===== config.mk =====
export PLATFORM = sky130hd
export DESIGN_NAME = hiscore_ram_arbiter
export DESIGN_NICKNAME = d
export VERILOG_FILES = /design/src/rtl/hiscore_ram_arbiter.sv
export SDC_FILE = /design/constraint.sdc
export NUM_CORES = 1
export LEC_CHECK = 0
export BUFFER_PORTS_ARGS = -buffer_cell sky130_fd_sc_hd__buf_2
export CORE_AREA = 5 5 90 92
export CTS_CLUSTER_SIZE = 14
export DETAILED_ROUTE_END_ITERATION = 12
export DIE_AREA = 0 0 95 97
export MAX_ROUTING_LAYER = met4
export PLACE_DENSITY = 0.54
export SLEW_MARGIN = 10
export SYNTH_ARGS = -nofsm -noshare
export SYNTH_HDL_FRONTEND = slang
export SYNTH_SLANG_ARGS = --single-unit

===== constraint.sdc =====
create_clock -name clk -period 4.5 [get_ports clk]
set_input_delay 0.675 -clock clk [delete_from_list [all_inputs] [get_ports clk]]
set_output_delay 0.675 -clock clk [all_outputs]
set_load 0.02 [all_outputs]

===== src/rtl/hiscore_ram_arbiter.sv =====
// Arbitrates the game's work RAM port between the game CPU and the hiscore engine.
// The CPU is paused via pause_req/pause_ack before the hiscore engine is granted the port.
module hiscore_ram_arbiter #(
  parameter int unsigned HS_ADDRESSWIDTH = 10,
  parameter logic [15:0] PAUSE_TIMEOUT   = 16'hFFFF,
  parameter logic [3:0]  SETTLE_CYCLES   = 4'd2
) (
  input  logic                       clk,
  input  logic                       reset,
  input  logic                       hs_access,
  input  logic [HS_ADDRESSWIDTH-1:0] hs_address,
  input  logic [7:0]                 hs_data_in,
  input  logic                       hs_write,
  output logic [7:0]                 hs_data_out,
  input  logic [HS_ADDRESSWIDTH-1:0] cpu_address,
  input  logic [7:0]                 cpu_data_in,
  input  logic                       cpu_write,
  output logic [7:0]                 cpu_data_out,
  output logic [HS_ADDRESSWIDTH-1:0] ram_address,
  output logic [7:0]                 ram_data,
  output logic                       ram_we,
  input  logic [7:0]                 ram_q,
  output logic                       pause_req,
  input  logic                       pause_ack,
  output logic                       hs_grant,
  output logic                       timeout_err
);

  typedef enum logic [2:0] {
    IDLE     = 3'd0,
    REQUEST  = 3'd1,
    SETTLE   = 3'd2,
    GRANTED  = 3'd3,
    RELEASE  = 3'd4,
    DROPWAIT = 3'd5
  } state_t;

  state_t      state, state_next;
  logic [15:0] timeout_cnt, timeout_cnt_next, timeout_inc;
  logic [3:0]  settle_cnt, settle_cnt_next;
  logic        timeout_set;
  logic        cpu_write_ok;

  // Saturating increment so a huge PAUSE_TIMEOUT can never wrap the wait count.
  assign timeout_inc = (timeout_cnt == 16'hFFFF) ? timeout_cnt : timeout_cnt + 16'd1;

  // NOTE: every variable gets a default before the case so no path infers a latch.
  always_comb begin
    state_next       = state;
    timeout_cnt_next = timeout_cnt;
    settle_cnt_next  = settle_cnt;
    timeout_set      = 1'b0;
    unique case (state)
      IDLE: begin
        timeout_cnt_next = '0;
        if (hs_access) state_next = REQUEST;
      end
      REQUEST: begin
        if (!hs_access) begin
          state_next = RELEASE;
        end else if (pause_ack) begin
          settle_cnt_next = SETTLE_CYCLES;
          state_next      = SETTLE;
        end else begin
          timeout_cnt_next = timeout_inc;
          if (timeout_inc >= PAUSE_TIMEOUT) begin
            timeout_set = 1'b1;
            state_next  = DROPWAIT;
          end
        end
      end
      SETTLE: begin
        if (!hs_access)            state_next = RELEASE;
        else if (settle_cnt == '0) state_next = GRANTED;
        else                       settle_cnt_next = settle_cnt - 4'd1;
      end
      GRANTED:  if (!hs_access) state_next = RELEASE;
      RELEASE:  state_next = IDLE;
      // A timed-out request must see hs_access low before a new attempt starts.
      DROPWAIT: if (!hs_access) state_next = IDLE;
      default:  state_next = IDLE;
    endcase
  end

  // NOTE: sequential state uses non-blocking assignments so all registers update together.
  always_ff @(posedge clk) begin
    if (reset) begin
      state       <= IDLE;
      timeout_cnt <= '0;
      settle_cnt  <= '0;
      timeout_err <= 1'b0;
      hs_data_out <= 8'h00;
    end else begin
      state       <= state_next;
      timeout_cnt <= timeout_cnt_next;
      settle_cnt  <= settle_cnt_next;
      if (timeout_set) timeout_err <= 1'b1;
      if (hs_grant)    hs_data_out <= ram_q;
    end
  end

  assign hs_grant     = (state == GRANTED);
  assign pause_req    = (state == REQUEST) || (state == SETTLE) ||
                        (state == GRANTED) || (state == RELEASE);
  assign cpu_write_ok = (state == IDLE) || (state == DROPWAIT);

  // Port mux follows the registered state only, never the live request inputs.
  assign ram_address  = hs_grant ? hs_address : cpu_address;
  assign ram_data     = hs_grant ? hs_data_in : cpu_data_in;
  assign ram_we       = hs_grant ? hs_write   : (cpu_write & cpu_write_ok);
  assign cpu_data_out = ram_q;

endmodule

==> summary.md <==
| Metric | Value |
|---|---|
| Postcts setup bufs | `0` |
| Worst clock skew | `0.00715 ns` |
| Post-CTS Hold Buffers | `0` |
| Setup TNS | `0 ns` |
| Placer Congestion | `0.838` |
| Area delta synth->final | `22.4%` |
| Crit path cell chain | `nor2b_1, nand2_1, buf_4, clkinv_1, nand2_1, nand2_1, buf_2` |
| H-tree depth | `2` |
| Ys async rst share | `0%` |
| First-pass GRT wire length | `9560 um` |
| Die area | `9220 um^2` |
| Post-Synthesis Cells | `311` |
| DR DRC count | `0` |
| Hold_ws | `0.453 ns` |
| Startpoint types | `flip-flop` |
| Ratio of cells with drive above 1 in the final layout | `28.2%` |
| Psw | `196 uW` |
| Hold Crit Start | `hs_data_out[3]` |
| Switching share of total power | `29.5%` |
| Starting Density | `30.5%` |
| Port Buf Inserts | `87` |
| Total of max-cap violations | `0` |
| Via total after detailed routing | `2367` |
| # fillers | `790` |
| Leak Pwr | `0.00112 uW` |
| Ratio of final minimum period to clock period | `68.1%` |
| # nets final | `430` |
| Cell Area, Synth | `2180 um^2` |
| Design area | `2660 um^2` |
| DRT iter0 DRCs | `207` |
| Row cnt | `31` |
| Arr. time, crit path | `2.39 ns` |
| Outcome | `finished clean` |
| WS Path Type | `reg2out` |
| Crit path time final | `3.07 ns` |
| DP Area | `2570 um^2` |
| Die width | `95 um` |
| Unrepaired setup endpoints after global routing | `false` |
| Pwr dens | `248 nW/um^2` |
| # setup viols final | `0` |
| Int Power | `466 uW` |
| Num CTS Buffers | `5` |
| N_diodes | `0` |
| GR Overflow Total | `0` |
| Die height | `97 um` |
| Fin. Hold Viols | `0` |
| Routed Antenna Nets | `0` |
| WHS Path Cells | `2` |
| Worst slew margin | `42.3%` |
| Clk buf depth | `2` |
| Critical path's slowest cell | `clkinv_1` |
| Pin count of the biggest net entering global routing | `31` |
| Setup crit end kind | `primary output` |
| Reg clk slew, reported paths | `0.06 ns` |
| Final core occ | `37.3%` |
| Detail Placement HPWL | `4500 um` |
| PnR worst setup slack | `1.43 ns` |
| Worst VDD drop | `88.8 uV` |
| Worst r2r path cells | `7` |
| Worst R2R Setup Slack | `1.90 ns` |
| Post-DR wirelength/cell | `12.6 um` |
| Post-Syn Area per Cell | `7.00 um^2` |
| Clock share of power | `34.5%` |
| Crit Reg-Reg Startpoint | `timeout_cnt[0]` |
| First drt pass iteration count | `4` |
| Worst Tran Pin Value | `0.864 ns` |
| Sequential share of power | `45.2%` |
| CP max stage delay | `0.61 ns` |
| Reg2reg end | `timeout_err` |
| CTS root buf | `clkbuf_8` |
| Synth Register Bits | `32` |
| Most used cell, CP | `nand2_1` |
| Vias per cell | `4.95` |
| Post-synthesis cell type count | `51` |
| Commonest non-fill, non-tap cell in the layout | `nand2_1` |
| CTS tree | `yes` |
| Most frequent cells in the layout | `88 x nand2_1, 87 x buf_2, 32 x dfxtp_1` |
| Max Fanout on Critical Path | `27` |
| DP Worst Slack | `1.72 ns` |
| Placeable Area | `7140 um^2` |
| Ys flop type | `dfxtp_1` |
| Io pins | `88` |
| All-layer global routing usage | `12.9%` |
| Yosys warns | `0` |
| Initial antenna violation count | `0` |
| Post-CTS sizing | `0` |
| Vias in the first global route | `2033` |
| Max-slew violations | `0` |
| Mapped Nets | `363` |
| Post-synth EDFFs | `0` |
| Routed wire length | `6020 um` |
| Clk Latency, worst-skew pair | `0.29 ns` |
| Hold Path Class | `reg2reg` |
| Achievable Freq | `326 MHz` |
| Logic gate share of total power | `20.3%` |
| Crit path required time | `3.83 ns` |
| Register area share after synthesis | `29.4%` |
| WHS Endpoint | `hs_data_out[3]` |
| # clock sinks | `32` |
worst max-delay path: cells and delay by family (launching register included):
| family | cells | cell delay [ns] |
|---|---|---|
| flip-flops | 1 | 0.46 |
| AND/OR/NAND/NOR | 4 | 0.61 |
| buffers and inverters | 3 | 1.03 |
flip-flops by register name (all words and copies together) (netlist names):
| register | flops |
|---|---|
| state | 3 |
| timeout_cnt | 16 |
| timeout_err | 1 |
| settle_cnt | 4 |
| hs_data_out | 8 |
cells by family after synthesis:
group           share of synthesized area [%]
simple gates                             33.1
compound gates                           22.6
buf+inv                                  10.4
flops                                    29.4
xor+xnor                                 2.82
fa+ha+maj                                1.15
mux                                     0.518
cell usage after synthesis, types with 4 or more instances:
| library cell | n | share of area (%) |
|---|---|---|
| nor2_1 | 22 | 3.8 |
| a31oi_1 | 5 | 1.4 |
| nor3_1 | 12 | 2.8 |
| a211oi_1 | 4 | 1.4 |
| nand2_1 | 88 | 15 |
| dfxtp_1 | 32 | 29 |
| a21oi_1 | 25 | 5.8 |
| inv_1 | 9 | 1.6 |
| nand4_1 | 4 | 1.1 |
| o21ai_0 | 16 | 3.7 |
| a311oi_1 | 8 | 3.2 |
| xnor2_1 | 6 | 2.4 |
| nand3_1 | 7 | 1.6 |
| buf_4 | 11 | 3.8 |
| nor2b_1 | 4 | 1.1 |
| clkbuf_1 | 12 | 2.1 |
how the worst max path moves through the flow:
stage,depth (start not counted),end,startpoint
detailed placement,7,ram_data[3],state[1]
floorplan,6,ram_address[7],state[0]
CTS,7,ram_data[3],state[1]
finish,7,ram_data[3],state[1]
global placement,7,ram_data[2],state[1]
global route,7,ram_data[5],state[1]
cell type report:
| class | count | area, um^2 | share of cell area (%) |
|---|---|---|---|
| flip-flops and latches | 32 | 641 | 24.0 |
| multi-input cells | 240 | 1320 | 49.6 |
| clock buffers | 8 | 90.1 | 3.38 |
| repair buffers | 89 | 450 | 16.9 |
| well taps | 99 | 124 | 4.65 |
| inverters | 10 | 37.5 | 1.41 |
power by group through the flow:
stage | Combinational [uW] | Sequential [uW] | Clock (uW)
final | 135 | 299 | 228
after global routing | 149 | 300 | 247
after CTS | 136 | 299 | 237
after detailed placement | 136 | 305 | 0
after global placement | 136 | 306 | 0
after floorplan | 92.4 | 299 | 0
stage by stage:
stage | total power [uW] | cells
detailed placement | 441 | 470
finish | 662 | 478
floorplan | 392 | 311
CTS | 672 | 478
global route | 696 | 478
global placement | 441 | 470
routing by layer:
layer  routed length (um)  GRT usage (%)  vias up
li1                     -              -     1218
met1                 2600           15.3     1039
met2                 2710           21.2      102
met3                  627           2.87        8
met4                   80           4.88        0
met5                    0              -        -
Power figures use the tool's default switching activity.
